### config.mk
export PLATFORM = sky130hd
export DESIGN_NAME = cmd_sched_flat
export DESIGN_NICKNAME = d
export VERILOG_FILES = /design/src/rtl/cmd_sched_pkg.sv /design/src/rtl/cmd_sched_if.sv /design/src/rtl/cmd_sched_parse.sv /design/src/rtl/cmd_sched.sv /design/src/flat_wrapper.sv
export SDC_FILE = /design/constraint.sdc
export NUM_CORES = 1
export LEC_CHECK = 0
export ABC_AREA = 0
export CAP_MARGIN = 0
export CORE_UTILIZATION = 44
export CTS_BUF_LIST = sky130_fd_sc_hd__clkbuf_8 sky130_fd_sc_hd__clkbuf_16
export CTS_CLUSTER_DIAMETER = 40
export DETAILED_ROUTE_END_ITERATION = 16
export PLACE_DENSITY = 0.77
export SYNTH_ARGS = -nofsm -noshare
export SYNTH_HDL_FRONTEND = slang
export SYNTH_SLANG_ARGS = --single-unit
### constraint.sdc
create_clock -name clk -period 3.4 [get_ports clk]
set_input_delay 1.02 -clock clk [delete_from_list [all_inputs] [get_ports clk]]
set_output_delay 1.02 -clock clk [all_outputs]
set_load 0.005 [all_outputs]
### src/rtl/cmd_sched_pkg.sv
`default_nettype none
// ============================================================================
// Module   : cmd_sched_pkg
// Brief    : Shared encodings for the command scheduler (parser/arbiter
//            states, command byte layout, response header).
// Revision : 1.0
// ============================================================================
package cmd_sched_pkg;

    localparam logic [1:0] P_CMD  = 2'd0;
    localparam logic [1:0] P_DATA = 2'd1;
    localparam logic [1:0] P_WAIT = 2'd2;

    localparam logic [2:0] T_IDLE = 3'd0;
    localparam logic [2:0] T_RSP0 = 3'd1;
    localparam logic [2:0] T_RSP1 = 3'd2;
    localparam logic [2:0] T_PIX0 = 3'd3;
    localparam logic [2:0] T_PIX1 = 3'd4;

    localparam logic [7:0] RSP_HDR   = 8'hA0;
    localparam logic [3:0] CTRL_ADDR = 4'd0;

    localparam int CMD_WR_BIT      = 7;
    localparam int CMD_RSV_MSB     = 6;
    localparam int CMD_RSV_LSB     = 4;
    localparam int CMD_ADDR_MSB    = 3;
    localparam int CMD_ADDR_LSB    = 0;
    localparam int CTRL_PIX_EN_BIT = 0;

    typedef struct packed {
        logic       wr;
        logic [2:0] rsv;
        logic [3:0] addr;
    } cmd_t;

    function automatic cmd_t decode_cmd(input logic [7:0] b);
        cmd_t c;
        c.wr   = b[CMD_WR_BIT];
        c.rsv  = b[CMD_RSV_MSB:CMD_RSV_LSB];
        c.addr = b[CMD_ADDR_MSB:CMD_ADDR_LSB];
        return c;
    endfunction

    function automatic logic [7:0] rsp_header(input logic [3:0] addr);
        return RSP_HDR | {4'h0, addr};
    endfunction

endpackage
`default_nettype wire

### src/rtl/cmd_sched_if.sv
`default_nettype none
// ============================================================================
// Module   : cmd_sched_if
// Brief    : FIFO, register-bus and pixel-stream signals of the scheduler.
// Revision : 1.0
// ============================================================================
interface cmd_sched_if;

    logic [7:0]  rx_rdata;
    logic        rx_rempty;
    logic        rx_rinc;
    logic [7:0]  tx_wdata;
    logic        tx_wfull;
    logic        tx_winc;
    logic [3:0]  reg_addr;
    logic [7:0]  reg_wdata;
    logic        reg_we;
    logic [7:0]  reg_rdata;
    logic [15:0] pix_data;
    logic        pix_valid;
    logic        pix_ready;
    logic        pix_en;
    logic        cmd_err;

    // master = scheduler side, slave = FIFOs / register file / CCD side
    modport master (
        input  rx_rdata, rx_rempty, tx_wfull, reg_rdata, pix_data, pix_valid,
        output rx_rinc, tx_wdata, tx_winc, reg_addr, reg_wdata, reg_we,
        output pix_ready, pix_en, cmd_err
    );

    modport slave (
        output rx_rdata, rx_rempty, tx_wfull, reg_rdata, pix_data, pix_valid,
        input  rx_rinc, tx_wdata, tx_winc, reg_addr, reg_wdata, reg_we,
        input  pix_ready, pix_en, cmd_err
    );

endinterface
`default_nettype wire

### src/rtl/cmd_sched_parse.sv
`default_nettype none
// ============================================================================
// Module   : cmd_parse
// Brief    : Host command parser: decodes read/write commands from the rx
//            FIFO, drives the register bus and holds pending read data.
// Revision : 1.0
// ============================================================================
module cmd_parse
    import cmd_sched_pkg::*;
(
    input  wire logic       clk,
    input  wire logic       rst,
    input  wire logic [7:0] i_rx_rdata,
    input  wire logic       i_rx_rempty,
    output logic            o_rx_rinc,
    input  wire logic [7:0] i_ctrl,
    input  wire logic [7:0] i_reg_rdata,
    input  wire logic       i_rsp_done,
    output logic [3:0]      o_reg_addr,
    output logic [7:0]      o_reg_wdata,
    output logic            o_reg_we,
    output logic            o_ctrl_we,
    output logic [7:0]      o_ctrl_wdata,
    output logic            o_rsp_pend,
    output logic [3:0]      o_rsp_addr,
    output logic [7:0]      o_rsp_data,
    output logic            o_cmd_err
);

    logic [1:0] r_state;
    logic [3:0] r_addr;
    logic [3:0] r_reg_addr;
    logic [7:0] r_reg_wdata;
    logic       r_reg_we;
    logic       r_rsp_pend;
    logic [7:0] r_rsp_data;
    logic       r_rd_cap;
    logic       r_cmd_err;

    logic       w_pop;
    cmd_t       w_cmd;

    // rst gating keeps the pop strobe quiet while the FIFO may still be non-empty
    assign w_pop = ~rst & ~i_rx_rempty
                 & ((r_state == P_CMD) | (r_state == P_DATA))
                 & ~((r_state == P_CMD) & r_rsp_pend);
    assign w_cmd = decode_cmd(i_rx_rdata);

    always_ff @(posedge clk or posedge rst) begin
        if (rst) begin
            r_state     <= P_CMD;
            r_addr      <= 4'h0;
            r_reg_addr  <= 4'h0;
            r_reg_wdata <= 8'h00;
            r_reg_we    <= 1'b0;
            r_rsp_pend  <= 1'b0;
            r_rsp_data  <= 8'h00;
            r_rd_cap    <= 1'b0;
            r_cmd_err   <= 1'b0;
        end else begin
            r_reg_we  <= 1'b0;
            r_cmd_err <= 1'b0;
            r_rd_cap  <= 1'b0;
            // reg_addr was set on the pop edge, so reg_rdata is valid now
            if (r_rd_cap)
                r_rsp_data <= (r_addr == CTRL_ADDR) ? i_ctrl : i_reg_rdata;
            case (r_state)
                P_CMD: begin
                    if (w_pop) begin
                        if (w_cmd.rsv != 3'b000) begin
                            r_cmd_err <= 1'b1;
                        end else if (w_cmd.wr) begin
                            r_addr  <= w_cmd.addr;
                            r_state <= P_DATA;
                        end else begin
                            r_addr     <= w_cmd.addr;
                            r_reg_addr <= w_cmd.addr;
                            r_rsp_pend <= 1'b1;
                            r_rd_cap   <= 1'b1;
                            r_state    <= P_WAIT;
                        end
                    end
                end
                P_DATA: begin
                    if (w_pop) begin
                        if (r_addr != CTRL_ADDR) begin
                            r_reg_addr  <= r_addr;
                            r_reg_wdata <= i_rx_rdata;
                            r_reg_we    <= 1'b1;
                        end
                        r_state <= P_CMD;
                    end
                end
                P_WAIT: begin
                    if (i_rsp_done) begin
                        r_rsp_pend <= 1'b0;
                        r_state    <= P_CMD;
                    end
                end
                default: r_state <= P_CMD;
            endcase
        end
    end

    assign o_rx_rinc    = w_pop;
    assign o_ctrl_we    = w_pop & (r_state == P_DATA) & (r_addr == CTRL_ADDR);
    assign o_ctrl_wdata = i_rx_rdata;
    assign o_reg_addr   = r_reg_addr;
    assign o_reg_wdata  = r_reg_wdata;
    assign o_reg_we     = r_reg_we;
    assign o_rsp_pend   = r_rsp_pend;
    assign o_rsp_addr   = r_addr;
    assign o_rsp_data   = r_rsp_data;
    assign o_cmd_err    = r_cmd_err;

endmodule
`default_nettype wire

### src/rtl/cmd_sched.sv
`default_nettype none
// ============================================================================
// Module   : cmd_sched
// Brief    : Command scheduler top: parser, CTRL register and tx arbiter that
//            serialises read responses and 16-bit pixel words to the host.
// Revision : 1.0
// ============================================================================
module cmd_sched
    import cmd_sched_pkg::*;
(
    input  wire logic    clk,
    input  wire logic    rst,
    cmd_sched_if.master  bus
);

    logic [2:0]  r_state;
    logic [7:0]  r_ctrl;
    logic [15:0] r_pix;

    logic        w_ctrl_we;
    logic [7:0]  w_ctrl_wdata;
    logic        w_rsp_pend;
    logic [3:0]  w_rsp_addr;
    logic [7:0]  w_rsp_data;
    logic        w_rsp_done;
    logic        w_tx_winc;
    logic        w_pix_en;
    logic        w_pix_ready;
    logic [7:0]  w_tx_wdata;

    cmd_parse u_parse (
        .clk          (clk),
        .rst          (rst),
        .i_rx_rdata   (bus.rx_rdata),
        .i_rx_rempty  (bus.rx_rempty),
        .o_rx_rinc    (bus.rx_rinc),
        .i_ctrl       (r_ctrl),
        .i_reg_rdata  (bus.reg_rdata),
        .i_rsp_done   (w_rsp_done),
        .o_reg_addr   (bus.reg_addr),
        .o_reg_wdata  (bus.reg_wdata),
        .o_reg_we     (bus.reg_we),
        .o_ctrl_we    (w_ctrl_we),
        .o_ctrl_wdata (w_ctrl_wdata),
        .o_rsp_pend   (w_rsp_pend),
        .o_rsp_addr   (w_rsp_addr),
        .o_rsp_data   (w_rsp_data),
        .o_cmd_err    (bus.cmd_err)
    );

    always_ff @(posedge clk or posedge rst) begin
        if (rst)
            r_ctrl <= 8'h00;
        else if (w_ctrl_we)
            r_ctrl <= w_ctrl_wdata;
    end

    assign w_pix_en    = r_ctrl[CTRL_PIX_EN_BIT];
    assign w_tx_winc   = (r_state != T_IDLE) & ~bus.tx_wfull;
    assign w_rsp_done  = (r_state == T_RSP1) & w_tx_winc;
    // responses win at T_IDLE; a pixel is only taken when none is pending
    assign w_pix_ready = (r_state == T_IDLE) & ~w_rsp_pend & w_pix_en & bus.pix_valid;

    always_ff @(posedge clk or posedge rst) begin
        if (rst) begin
            r_state <= T_IDLE;
            r_pix   <= 16'h0000;
        end else begin
            case (r_state)
                T_IDLE: begin
                    if (w_rsp_pend) begin
                        r_state <= T_RSP0;
                    end else if (w_pix_ready) begin
                        r_pix   <= bus.pix_data;
                        r_state <= T_PIX0;
                    end
                end
                T_RSP0: if (w_tx_winc) r_state <= T_RSP1;
                T_RSP1: if (w_tx_winc) r_state <= T_IDLE;
                T_PIX0: if (w_tx_winc) r_state <= T_PIX1;
                T_PIX1: if (w_tx_winc) r_state <= T_IDLE;
                default: r_state <= T_IDLE;
            endcase
        end
    end

    always_comb begin
        w_tx_wdata = 8'h00;
        case (r_state)
            T_RSP0:  w_tx_wdata = rsp_header(w_rsp_addr);
            T_RSP1:  w_tx_wdata = w_rsp_data;
            T_PIX0:  w_tx_wdata = r_pix[7:0];
            T_PIX1:  w_tx_wdata = r_pix[15:8];
            default: w_tx_wdata = 8'h00;
        endcase
    end

    assign bus.tx_wdata  = w_tx_wdata;
    assign bus.tx_winc   = w_tx_winc;
    assign bus.pix_ready = w_pix_ready;
    assign bus.pix_en    = w_pix_en;

endmodule
`default_nettype wire

### src/flat_wrapper.sv
// flat-port wrapper written by rule: the top's interface ports become plain ports
module cmd_sched_flat import cmd_sched_pkg::*;
  (clk, rst, bus_rx_rdata, bus_rx_rempty, bus_tx_wfull, bus_reg_rdata, bus_pix_data, bus_pix_valid, bus_rx_rinc, bus_tx_wdata, bus_tx_winc, bus_reg_addr, bus_reg_wdata, bus_reg_we, bus_pix_ready, bus_pix_en, bus_cmd_err);
  cmd_sched_if bus_i ();
  input  wire logic clk;
  input  wire logic rst;
  input wire logic [$bits(bus_i.rx_rdata)-1:0] bus_rx_rdata;
  input wire logic [$bits(bus_i.rx_rempty)-1:0] bus_rx_rempty;
  input wire logic [$bits(bus_i.tx_wfull)-1:0] bus_tx_wfull;
  input wire logic [$bits(bus_i.reg_rdata)-1:0] bus_reg_rdata;
  input wire logic [$bits(bus_i.pix_data)-1:0] bus_pix_data;
  input wire logic [$bits(bus_i.pix_valid)-1:0] bus_pix_valid;
  output wire logic [$bits(bus_i.rx_rinc)-1:0] bus_rx_rinc;
  output wire logic [$bits(bus_i.tx_wdata)-1:0] bus_tx_wdata;
  output wire logic [$bits(bus_i.tx_winc)-1:0] bus_tx_winc;
  output wire logic [$bits(bus_i.reg_addr)-1:0] bus_reg_addr;
  output wire logic [$bits(bus_i.reg_wdata)-1:0] bus_reg_wdata;
  output wire logic [$bits(bus_i.reg_we)-1:0] bus_reg_we;
  output wire logic [$bits(bus_i.pix_ready)-1:0] bus_pix_ready;
  output wire logic [$bits(bus_i.pix_en)-1:0] bus_pix_en;
  output wire logic [$bits(bus_i.cmd_err)-1:0] bus_cmd_err;
  assign bus_i.rx_rdata = bus_rx_rdata;
  assign bus_i.rx_rempty = bus_rx_rempty;
  assign bus_i.tx_wfull = bus_tx_wfull;
  assign bus_i.reg_rdata = bus_reg_rdata;
  assign bus_i.pix_data = bus_pix_data;
  assign bus_i.pix_valid = bus_pix_valid;
  assign bus_rx_rinc = bus_i.rx_rinc;
  assign bus_tx_wdata = bus_i.tx_wdata;
  assign bus_tx_winc = bus_i.tx_winc;
  assign bus_reg_addr = bus_i.reg_addr;
  assign bus_reg_wdata = bus_i.reg_wdata;
  assign bus_reg_we = bus_i.reg_we;
  assign bus_pix_ready = bus_i.pix_ready;
  assign bus_pix_en = bus_i.pix_en;
  assign bus_cmd_err = bus_i.cmd_err;
  cmd_sched u_core (.clk(clk), .rst(rst), .bus(bus_i));
endmodule
After elaboration in Yosys (flattened, before gate mapping)

Index checks and enable logic that the tools add are counted.

Bits in registers: 57
Input port bits: 37
Output and inout port bits: 26
Logic and storage cells: 97

Equal/unequal tests: 16
Multiplexer cells: 35
Bitwise operators: 18
Reduce and logical (&&, ||, !) cells: 16

Operators by type and width:

| operator           | number |
|---|---|
| $pmux 8 s4         | 1 |
| $mux 4             | 5 |
| $mux 3             | 5 |
| $mux 1             | 14 |
| $pmux 3 s4         | 1 |
| $and 1x1->1        | 11 |
| $mux 2             | 5 |
| $ne 2x2->1 const B | 5 |
| $reduce_and 3->1   | 3 |
| $mux 8             | 1 |
| $ne 2x1->1 const B | 4 |
| $pmux 4 s2         | 1 |
| $reduce_and 4->1   | 2 |
| $eq 3x2->1 const B | 2 |
| $not 1->1          | 6 |
| $pmux 2 s3         | 1 |
| $reduce_and 6->1   | 1 |
| $reduce_bool 3->1  | 2 |
| $reduce_and 5->1   | 1 |
| $logic_not 4->1    | 1 |
| $reduce_bool 2->1  | 2 |
| $reduce_bool 4->1  | 1 |
| $eq 3x1->1 const B | 1 |
| $eq 3x3->1 const B | 1 |
| other kinds (8)    | 8 |

Logic depth before layout (Yosys ltp)

Gate-level depths: netlist (run 1).

Word-level depth: 7
Mapped depth: 6
Gate-level depth less buffers: 4

Modules after synthesis

A second synthesis (run 1) with hierarchy kept.

Cell total of the unflattened synthesis: 217
Area, all modules: 2750.1 um2

Modules (own cells, without submodules):

| module    | times used | cells each | area each (um2) | sequential area each (um2) |
|---|---|---|---|---|
| cmd_parse | 1          | 111        | 1403.8          | 750.7 |
| cmd_sched | 1          | 106        | 1346.3          | 675.6 |

Least setup slack after synthesis (run 1)

OpenSTA, ideal clock, no wires.

Path type: input to output
From: input bus_pix_valid
To: output bus_pix_ready
Arrival: 1.560 ns
Data required time: 2.380 ns
Path slack: 0.820 ns
Stages: 4
Path buffers: 2
Cell sequence: nand3b_1 -> nor2b_1 -> buf_2 -> buf_4

Cells in the longest elaborated chain, start to end: 1

RTL lines:

| what        | RTL line           | text |
|---|---|---|
| from (decl) | flat_wrapper.sv:12 | `input wire logic [$bits(bus_i.pix_valid)-1:0] bus_pix_valid;` |
| $and 1x1->1 | cmd_sched.sv:62    | `assign w_pix_ready = (r_state == T_IDLE) & ~w_rsp_pend & w_pix_en & bus.pix_valid;` |
| to (decl)   | flat_wrapper.sv:19 | `output wire logic [$bits(bus_i.pix_ready)-1:0] bus_pix_ready;` |

Every way passes these cells.

Worst setup path after layout (run 1)

From: input bus_rx_rempty
To: output bus_rx_rinc

Cells in the longest elaborated chain, start to end: 4

RTL lines:

| what        | RTL line              | text |
|---|---|---|
| from (decl) | flat_wrapper.sv:8     | `input wire logic [$bits(bus_i.rx_rempty)-1:0] bus_rx_rempty;` |
| $not 1->1   | cmd_sched_parse.sv:44 | `assign w_pop = ~rst & ~i_rx_rempty` |
| $and 1x1->1 | cmd_sched_parse.sv:44 |  |
| $and 1x1->1 | cmd_sched_parse.sv:45 | `& ((r_state == P_CMD) \| (r_state == P_DATA))` |
| $and 1x1->1 | cmd_sched_parse.sv:46 | `& ~((r_state == P_CMD) & r_rsp_pend);` |
| to (decl)   | flat_wrapper.sv:13    | `output wire logic [$bits(bus_i.rx_rinc)-1:0] bus_rx_rinc;` |

Every way passes these cells.

==> results of run 1 <==
[cells by family (layout without fill, tap and decap cells)]
family,after synthesis,in the layout
buffers and inverters,14,95
flip-flops,57,57
AND/OR/NAND/NOR,50,50
AO/OA/AOI/OAI,35,35
multiplexers,58,58
[area by class of cell]
cell class                      instances  area share [%]
Multi-Input combinational cell        143            31.3
Tap cell                               72            2.52
Sequential cell                        57            39.9
Clock inverter                          4            1.19
Clock buffer                           12            4.62
Inverter                                5           0.525
Timing Repair Buffer                   74            19.9
[synth_stat cells, types with 2 or more instances]
cell type   n  area (sq um)
dfrtp_1    57          1430
nor2b_1     3          18.8
clkbuf_1    5          18.8
o22ai_1     2          12.5
mux2i_1    14           140
mux2_2     44           495
buf_4       2          15.0
a21oi_1    17          85.1
a22oi_1     2          15.0
inv_1       5          18.8
nor2_1     19          71.3
nand2_1     9          33.8
o21ai_0     7          35.0
nor3_1      5          25.0
nand2b_1    2          12.5
nor4_1      2          12.5
[power breakdown]
group | leakage, nW | switching (mW) | internal [mW] | total (mW)
Combinational | 0.759 | 0.325 | 0.527 | 0.852
Sequential | 0.738 | 0.183 | 0.881 | 1.06
Clock | 0.115 | 0.263 | 0.392 | 0.655
Total | 1.61 | 0.770 | 1.80 | 2.57
[placed cells by master (no fill, tap or decap), types with 2 or more instances in the layout]
cell	instances
a21oi_1	17
nand2b_1	2
mux2i_1	14
dfrtp_1	57
nand2_1	9
o22ai_1	2
buf_4	12
nor2_1	19
a22oi_1	2
nor3_1	5
clkbuf_8	12
inv_1	6
clkdlybuf4s50_1	60
nor2b_1	2
o21ai_0	7
mux2_2	44
[through the flow]
| step | power (mW) | setup TNS, ns | area (sq um) | setup slack [ns] | instances |
|---|---|---|---|---|---|
| 2_1_floorplan | 1.50 | 0 | 2600 | 0.820 | 214 |
| 3_3_place_gp | 1.90 | -0.0771 | 3360 | -0.0608 | 351 |
| 3_5_place_dp | 1.93 | -0.100 | 3360 | -0.0873 | 351 |
| 4_1_cts | 2.60 | 0 | 3570 | 0.0364 | 367 |
| 5_1_grt | 2.73 | 0 | 3570 | 0.119 | 367 |
| 6_report | 2.57 | 0 | 3570 | 0.191 | 367 |
[worst reg2reg max path, cell delays in order (launching register included)]
cell	delay, ns
dfrtp_1	0.53
buf_4	0.25
nor3_1	0.18
nor2b_2	0.22
buf_4	0.26
mux2_2	0.36
[metal layers]
metal	track usage, %	part of all wire, %	wire, um
met2	32.7	46	2680
met4	11.8	2.5	146
met3	5.52	6.0	344
met1	26.4	45	2600
met5	0	0	0
[repair_timing]
action	in CTS	in global routing
cloned	0	0
endpoints found under the setup margin	2	1
pin swaps	0	0
gates resized for setup	2	1
[final timing paths]
| path | cells after the start | to |
|---|---|---|
| hold / removal | 1 | u_core.u_parse.o_reg_wdata[3] |
| min in group asynchronous | 3 | u_core.u_parse.r_state[1] |
| setup reg to reg | 5 | u_core.r_pix[5] |
| hold reg to reg | 1 | u_core.u_parse.o_reg_wdata[3] |
| setup / recovery | 4 | bus_rx_rinc |
| max in group asynchronous | 4 | u_core.u_parse.o_reg_addr[0] |
[sequential cells by signal, summed over array words and instances (netlist names), 2 cells and up]
signal and count:
u_core.u_parse.o_reg_wdata 8, u_core.u_parse.o_rsp_addr 4, u_core.r_ctrl 8, u_core.u_parse.r_state 2, u_core.r_state 3, u_core.u_parse.o_rsp_data 8, u_core.u_parse.o_reg_addr 4, u_core.r_pix 16
==> results.sh, run 1 <==
export IMPL_syn_avg_cell_area_sq_um=12.1
export IMPL_tritoncts="yes"
export IMPL_outcome="completed"
export IMPL_rows=27
export IMPL_cts_root_buf="clkbuf_8"
export IMPL_slowest_stage="clkdlybuf4s50_1"
export IMPL_drcViolationCount=0
export IMPL_cpPeakStageDelay_ns=0.42
export IMPL_overflow=0
export IMPL_dr_pass1_iters=4
export IMPL_yosysWarnings=0
export IMPL_fin_util_pct=63.7
export IMPL_synth_distinct_cells=35
export IMPL_viasPerCell=5.26
export IMPL_fp_coreArea_sq_mm=0.00561
export IMPL_cp_end_kind="primary output"
export IMPL_synthSimpleGateAreaFrac_pct=10.3
export IMPL_die_area_sq_mm=0.00621
export IMPL_min_from="u_core.u_parse.o_reg_wdata[3]"
export IMPL_place_gp_congestion=0.820
export IMPL_muxShareOfSynthArea_pct=24.5
export IMPL_drive_gt1_share_pct=26.8
export IMPL_vias=1932
export IMPL_path_max_fanout=2
export IMPL_multi_input_area_sq_mm=0.00112
export IMPL_critPathArrivalTime_ns=2.19
export IMPL_synth_flop_cell="dfrtp_1"
export IMPL_grt_pass1_wl_um=9600
export IMPL_relSlewSlack_pct=53.2
export IMPL_die_y_um=78.8
export IMPL_final_nets=327
export IMPL_start_kind="input port"
export IMPL_report_final_slew_viol_count=0
export IMPL_fin_skew_ns=0.00408
export IMPL_n_antenna_cell=0
export IMPL_synth_edff_count=0
export IMPL_ys_async_sr_fraction_pct=100
export IMPL_synth_seq_cells=57
export IMPL_hpwlAfterDp_um=4170
export IMPL_clk_latency_ns=0.33
export IMPL_cp_top_family="buffers and inverters"
export IMPL_n_fill_cell=466
export IMPL_ir_worst_vdd_mv=0.469
export IMPL_tightest_slew_ns=0.701
export IMPL_reg2reg_slack_ns=1.49
export IMPL_die_x_um=78.8
export IMPL_setup_viol=0
export IMPL_seq_area_frac_synth_pct=54.9
export IMPL_ioPinCount=63
export IMPL_wl_um=5770
export IMPL_grt_antenna_before_repair=0
export IMPL_synth_top_family_by_area="multiplexers"
export IMPL_postCtsHoldBufs=0
export IMPL_cp_data_required_time_ns=2.38
export IMPL_timing_final_crit_period_ns=3.21
export IMPL_syn_area_sq_mm=0.00260
export IMPL_p_leak_nw=1.61
export IMPL_rsz0062_at_grt="no"
export IMPL_gr_usage_all_layers_pct=20.9
export IMPL_synth_cells=214
export IMPL_ant_nets=0
export IMPL_clkTransAtPathRegs_ns=0.06
export IMPL_cts_max_level=3
export IMPL_synth_xor_area_share_pct=0
export IMPL_critPathKind="in -> out"
export IMPL_hold_slack_ns=0.502
export IMPL_clockBufferDepth=2
export IMPL_fmax_mhz=312
export IMPL_path_cells="clkdlybuf4s50_1 -> or3_4 -> a21oi_2 -> dlygate4sd2_1"
export IMPL_regArea_sq_mm=0.00143
export IMPL_hold_violations=0
export IMPL_cp_num_buf_inv=2
export IMPL_r2r_start="u_core.r_state[0]"
export IMPL_area_delta_synth_final_pct=37.6
export IMPL_drt_iter0_drc=88
export IMPL_synth_compound_area_share_pct=7.95
export IMPL_p_per_area_mw_per_mm2=720
export IMPL_clock_sinks=57
export IMPL_synthAdderAreaFrac_pct=0
export IMPL_min_path_type="reg -> reg"
export IMPL_cts_setup_buffers=0
export IMPL_start_util_pct=46.3
export IMPL_maxCapViolations=0
export IMPL_synthesis_nets=251
export IMPL_cts_buffers=9
export IMPL_grt_pass1_vias=1979
export IMPL_crit_start="bus_rx_rempty"
export IMPL_port_buffers=62
export IMPL_drt_wirelength_per_cell_um=15.7
export IMPL_grt_max_degree=34
export IMPL_fin_crit_sh_pct=94.4
Power figures use the tool's default switching activity.
==> run 2, diff against run 1 <==
--- a/config.mk
+++ b/config.mk
@@ -5,13 +5,13 @@
 export SDC_FILE = /design/constraint.sdc
 export NUM_CORES = 1
 export LEC_CHECK = 0
-export ABC_AREA = 0
+export ABC_AREA = 1
 export CAP_MARGIN = 0
 export CORE_UTILIZATION = 44
 export CTS_BUF_LIST = sky130_fd_sc_hd__clkbuf_8 sky130_fd_sc_hd__clkbuf_16
 export CTS_CLUSTER_DIAMETER = 40
 export DETAILED_ROUTE_END_ITERATION = 16
-export PLACE_DENSITY = 0.77
+export PLACE_DENSITY = 0.69
 export SYNTH_ARGS = -nofsm -noshare
 export SYNTH_HDL_FRONTEND = slang
 export SYNTH_SLANG_ARGS = --single-unit
==> run 2 against run 1 <==
Effect of this change:
- first-iteration DRC count grew 42%
- worst hold slack worse by 0.029 ns
- core utilization fell by 2.9 points
- critical path depth stayed put
- synthesized area is 4.4% higher
- die area grew 4.3%
- register-to-register slack better by 0.34 ns
- sequential share of layout area is 0.32 points lower
- total power is 19% higher
- setup slack lost 0.077 ns
- cell count increased by 30%
- global-route usage increased by 0.70 points
==> results.sh, run 2 <==
export IMPL_finalWorstSetupSlack_ns=0.114
export IMPL_critPathCapture="bus_pix_ready"
export IMPL_grt_antenna_before_repair=0
export IMPL_reg2reg_depth=8
export IMPL_muxShareOfSynthArea_pct=0
export IMPL_timing_final_crit_period_ns=3.29
export IMPL_hold_violations=0
export IMPL_start_kind="input port"
export IMPL_tightest_slew_ns=0.452
export IMPL_place_gp_congestion=0.775
export IMPL_syn_avg_cell_area_sq_um=8.31
export IMPL_p_per_area_mw_per_mm2=853
export IMPL_ys_async_sr_fraction_pct=100
export IMPL_synth_edff_count=0
export IMPL_hpwlAfterDp_um=4740
export IMPL_area_delta_synth_final_pct=32.9
export IMPL_ys_top_cells_by_count="nand2_1 (130), dfrtp_1 (57), inv_1 (25)"
export IMPL_reg2reg_to="u_core.r_pix[2]"
export IMPL_regArea_sq_mm=0.00143
export IMPL_synth_xor_area_share_pct=0
export IMPL_mostFrequentLayoutCells="nand2_1 (129), clkdlybuf4s50_1 (61), dfrtp_1 (57), inv_1 (23), nand3_1 (21)"
export IMPL_synth_flop_cell="dfrtp_1"
export IMPL_layout_commonest_cell="nand2_1"
export IMPL_outcome="completed"
export IMPL_ant_nets=0
export IMPL_critPathArrivalTime_ns=2.27
export IMPL_synthAdderAreaFrac_pct=0
export IMPL_synth_seq_cells=57
export IMPL_cts_root_buf="clkbuf_8"
export IMPL_tritoncts="yes"
export IMPL_fin_crit_sh_pct=96.7
export IMPL_cp_end_kind="primary output"
export IMPL_grt_max_degree=47
export IMPL_synth_compound_area_share_pct=8.96
export IMPL_start_util_pct=45.8
export IMPL_clockBufferDepth=2
export IMPL_reg2reg_slack_ns=1.83
export IMPL_dr_pass1_iters=4
export IMPL_r2r_start="u_core.r_state[1]"
export IMPL_largest_register="u_core.r_pix"
export IMPL_n_antenna_cell=0
export IMPL_clock_sinks=57
export IMPL_ir_worst_vdd_mv=0.389
export IMPL_seq_area_frac_synth_pct=52.6
export IMPL_maxCapViolations=0
export IMPL_p_leak_nw=1.76
export IMPL_critPathKind="in -> out"
export IMPL_cts_max_level=3
export IMPL_path_max_fanout=2
export IMPL_synthSimpleGateAreaFrac_pct=31.6
export IMPL_drt_iter0_drc=125
export IMPL_vias=2387
export IMPL_port_buffers=62
export IMPL_synth_top_family_by_area="simple AND/OR/NAND/NOR gates"
export IMPL_drive_gt1_share_pct=10.4
export IMPL_clk_latency_ns=0.33
export IMPL_netlist_top_cells_area="dfrtp_1 (53%), nand2_1 (18%), nand3_1 (3.9%)"
export IMPL_largest_register_ffs=16
export IMPL_yosysWarnings=0
export IMPL_synth_cells=326
export IMPL_place_area_sq_mm=0.00341
export IMPL_cts_buffers=9
export IMPL_rsz0062_at_grt="no"
export IMPL_multi_input_area_sq_mm=0.00110
export IMPL_grt_pass1_wl_um=10500
export IMPL_yosys_area_top_type="dfrtp_1"
export IMPL_cts_setup_buffers=0
export IMPL_n_fill_cell=526
export IMPL_synthesis_nets=363
export IMPL_synth_top_area_share_pct=52.6
export IMPL_overflow=0
export IMPL_viasPerCell=5.00
export IMPL_syn_area_sq_mm=0.00271
export IMPL_crit_start="bus_pix_valid"
export IMPL_final_nets=434
export IMPL_cp_data_required_time_ns=2.38
export IMPL_fmax_mhz=304
export IMPL_drcViolationCount=0
export IMPL_grt_pass1_vias=2321
export IMPL_setup_viol=0
export IMPL_die_x_um=80.5
export IMPL_clkTransAtPathRegs_ns=0.06
export IMPL_fp_coreArea_sq_mm=0.00592
export IMPL_die_area_sq_mm=0.00648
export IMPL_rows=28
export IMPL_synth_distinct_cells=27
export IMPL_drt_wirelength_per_cell_um=13.3
export IMPL_fin_skew_ns=0.00495
export IMPL_stdcell_area_sq_mm=0.00360
export IMPL_wl_um=6350
export IMPL_report_final_slew_viol_count=0
export IMPL_synth_most_common_cell="nand2_1"
export IMPL_die_y_um=80.5
export IMPL_ioPinCount=63
export IMPL_min_path_type="reg -> reg"
export IMPL_relSlewSlack_pct=69.9
export IMPL_preCtsSetupSlack_ns=-0.0515
export IMPL_gr_usage_all_layers_pct=21.6
run 2: cell count changes after synthesis, moves of 8 or more:
cell	change
mux2_2	-44
a21oi_1	-15
a31oi_1	+8
nand4_1	+8
mux2i_1	-14
nand3_1	+20
nand2_1	+121
inv_1	+20
o21ai_0	+12
run 2: where the power goes:
part | total (mW) | switching (mW) | internal, mW
combinational | 1.29 | 0.682 | 0.611
clock | 0.568 | 0.268 | 0.300
sequential | 1.21 | 0.243 | 0.968
total | 3.07 | 1.19 | 1.88
run 2: metrics by stage:
stage	power, mW	hold slack, ns	setup TNS [ns]	instances	util, %
6_report	3.07	0.473	0	477	60.8
5_1_grt	3.32	0.511	0	477	60.8
3_5_place_dp	2.52	0.464	-0.0515	461	57.6
4_1_cts	3.09	0.480	0	477	60.8
2_1_floorplan	1.94	0.449	0	326	-
3_3_place_gp	2.48	0.457	0	461	57.6
run 2: how the worst min path moves through the flow:
stage	from	end	slack [ns]	cells past startpoint
after floorplan	u_core.r_pix[0]	u_core.r_pix[0]	0.45	2
after global placement	u_core.u_parse.o_reg_addr[3]	u_core.u_parse.o_reg_addr[3]	0.46	2
after detailed placement	u_core.u_parse.o_reg_addr[3]	u_core.u_parse.o_reg_addr[3]	0.46	2
after CTS	u_core.u_parse.o_reg_addr[3]	u_core.u_parse.o_reg_addr[3]	0.48	2
after global routing	u_core.r_pix[9]	u_core.r_pix[9]	0.51	2
final	u_core.u_parse.o_reg_addr[3]	u_core.u_parse.o_reg_addr[3]	0.47	2
run 2: cell families (layout without fill, tap and decap cells):
| kind of cell | after synthesis | in the layout |
|---|---|---|
| AO/OA/AOI/OAI | 41 | 41 |
| buffers and inverters | 37 | 113 |
| flip-flops | 57 | 57 |
| AND/OR/NAND/NOR | 191 | 191 |
run 2: final cells by class:
class | instances | area share [%]
Clock buffer | 11 | 4.20
Clock inverter | 5 | 0.834
Inverter | 29 | 3.16
Multi-Input combinational cell | 232 | 30.7
Sequential cell | 57 | 39.6
Tap cell | 75 | 2.61
Timing Repair Buffer | 68 | 18.9
run 2: what timing repair did:
action | CTS | global route
gates cloned | 0 | 0
pin swaps | 0 | 1
endpoints found under the setup margin | 1 | 7
gates resized for setup | 2 | 2
hold buffers | 0 | 0
run 2: critical path, stage by stage:
cell and delay, ns:
clkdlybuf4s50_1 0.53, nand3_4 0.13, inv_6 0.07, clkdlybuf4s50_1 0.51
run 2: routing by layer:
metal / vias to the layer above / global-route usage (%) / wire length, um
met3: 8 / 5.80 / 297
met4: 0 / 6.61 / 86
met5: - / 0 / 0
met2: 56 / 34.2 / 3050
met1: 1122 / 28.8 / 2920
li1: 1201 / - / -
==> run 3, diff against run 2 <==
--- a/config.mk
+++ b/config.mk
@@ -12,6 +12,7 @@
 export CTS_CLUSTER_DIAMETER = 40
 export DETAILED_ROUTE_END_ITERATION = 16
 export PLACE_DENSITY = 0.69
+export REMOVE_ABC_BUFFERS = 1
 export SYNTH_ARGS = -nofsm -noshare
 export SYNTH_HDL_FRONTEND = slang
 export SYNTH_SLANG_ARGS = --single-unit
==> run 3 against run 2 <==
Effect of this change:
- non-clock buffer count increased by 1
- sequential share of layout area decreased by 0.82 points
- maximum frequency decreased by 1.2%
- first-iteration DRC count decreased by 11%
- routed wire length decreased by 1.9%
- combinational power about the same
- largest cell class unchanged
- highest routed layer unchanged
==> results.sh, run 3 (same netlist as run 2, synthesis figures left out) <==
export IMPL_outcome="completed"
export IMPL_hold_violations=0
export IMPL_die_y_um=80.5
export IMPL_tritoncts="yes"
export IMPL_mostFrequentLayoutCells="nand2_1 (130), clkdlybuf4s50_1 (62), dfrtp_1 (57), inv_1 (23), nand3_1 (20)"
export IMPL_cts_buffers=9
export IMPL_rsz0062_at_grt="no"
export IMPL_cts_root_buf="clkbuf_8"
export IMPL_fp_coreArea_sq_mm=0.00592
export IMPL_area_delta_synth_final_pct=35.7
export IMPL_clockBufferDepth=2
export IMPL_crit_start="bus_rx_rempty"
export IMPL_fmax_mhz=301
export IMPL_wl_um=6230
export IMPL_layout_commonest_cell="nand2_1"
export IMPL_p_leak_nw=1.78
export IMPL_cts_max_level=3
export IMPL_rows=28
export IMPL_fin_skew_ns=0.00612
export IMPL_setup_viol=0
export IMPL_cp_end_kind="primary output"
export IMPL_clkTransAtPathRegs_ns=0.06
export IMPL_cp_data_required_time_ns=2.38
export IMPL_place_area_sq_mm=0.00341
export IMPL_tightest_slew_ns=0.492
export IMPL_clock_sinks=57
export IMPL_largest_register_ffs=16
export IMPL_maxCapViolations=0
export IMPL_tns_ns=0
export IMPL_gr_usage_all_layers_pct=21.4
export IMPL_p_per_area_mw_per_mm2=903
export IMPL_r2r_start="u_core.r_state[1]"
export IMPL_drive_gt1_share_pct=10.7
export IMPL_largest_register="u_core.r_pix"
export IMPL_relSlewSlack_pct=67.2
export IMPL_drcViolationCount=0
export IMPL_timing_final_crit_period_ns=3.32
export IMPL_start_kind="input port"
export IMPL_die_area_sq_mm=0.00648
export IMPL_viasPerCell=4.98
export IMPL_min_from="u_core.r_pix[14]"
export IMPL_drt_iter0_drc=111
export IMPL_critPathKind="in -> out"
export IMPL_clk_latency_ns=0.34
export IMPL_stdcell_area_sq_mm=0.00368
export IMPL_grt_max_degree=24
export IMPL_die_x_um=80.5
export IMPL_hpwlAfterDp_um=4590
export IMPL_place_gp_congestion=0.801
export IMPL_fin_util_pct=62.1
export IMPL_path_max_fanout=2
export IMPL_critPathArrivalTime_ns=2.30
export IMPL_n_antenna_cell=0
export IMPL_grt_antenna_before_repair=0
export IMPL_dr_pass1_iters=4
export IMPL_cts_setup_buffers=0
export IMPL_min_path_type="reg -> reg"
export IMPL_grt_pass1_vias=2270
export IMPL_ir_worst_vdd_mv=0.413
export IMPL_overflow=0
export IMPL_ioPinCount=63
export IMPL_ant_nets=0
export IMPL_report_final_slew_viol_count=0
export IMPL_vias=2382
export IMPL_drt_wirelength_per_cell_um=13.0
export IMPL_final_nets=435
export IMPL_grt_pass1_wl_um=10300
export IMPL_fin_crit_sh_pct=97.8
export IMPL_port_buffers=62
export IMPL_start_util_pct=45.8
## run 3: changes by cell type in the layout (fill, tap and decap cells not counted)
cell / previous run / this run
nand3_1: 21 / 20
nand3_2: 0 / 1
buf_12: 1 / 0
buf_4: 5 / 7
clkinvlp_4: 2 / 1
clkbuf_8: 11 / 12
nand2_1: 129 / 130
clkdlybuf4s50_1: 61 / 62
dlymetal6s2s_1: 1 / 0
bufinv_16: 0 / 3
nand2_2: 6 / 5
clkinv_2: 3 / 0
## run 3: final timing paths
path / end / slack, ns / depth (start not counted)
max: bus_rx_rinc / 0.08 / 5
min: u_core.r_pix[14] / 0.48 / 2
max reg2reg: u_core.r_pix[5] / 1.83 / 7
min reg2reg: u_core.r_pix[14] / 0.48 / 2
max in group asynchronous: u_core.r_pix[5] / 1.65 / 4
min in group asynchronous: u_core.u_parse.o_cmd_err / 1.14 / 3
## run 3: final cells by class
class / instances / area, sq um
clock buffers: 12 / 165
flip-flops and latches: 57 / 1430
fillers: 543 / 2240
repair buffers: 69 / 673
well taps: 75 / 93.8
clock inverters: 4 / 97.6
multi-input cells: 232 / 1110
inverters: 29 / 114
## run 3: stage by stage
step / setup WS, ns / hold WS, ns / total power [mW] / cells
detailed placement: 0.0570 / 0.464 / 2.50 / 462
global route: 0.0146 / 0.502 / 3.57 / 478
floorplan: 0.953 / 0.449 / 1.91 / 318
global placement: 0.0801 / 0.456 / 2.48 / 462
CTS: 0.0503 / 0.483 / 3.34 / 478
finish: 0.0750 / 0.478 / 3.32 / 478
## run 3: where the power goes
part | total (mW) | internal (mW) | switching [mW]
clock | 0.814 | 0.547 | 0.267
sequential | 1.21 | 0.968 | 0.243
combinational | 1.30 | 0.612 | 0.683
## run 3: repair_timing
item | in CTS | in global routing
setup endpoints to repair | 0 | 7
hold buffers | 0 | 0
resized for setup | 0 | 3
## run 3: layer usage
metal	GRT usage, %	up-vias	wire length, um
li1	-	1211	-
met1	26.6	1094	2880
met2	34.3	65	2870
met3	7.73	12	371
met4	7.50	0	116
met5	0	-	0
## run 3: worst max-delay path, cell delays in order
cell and delay [ns]:
clkdlybuf4s50_1 0.43, nor2_2 0.13, nand2_1 0.11, nor2_4 0.12, clkdlybuf4s50_1 0.50
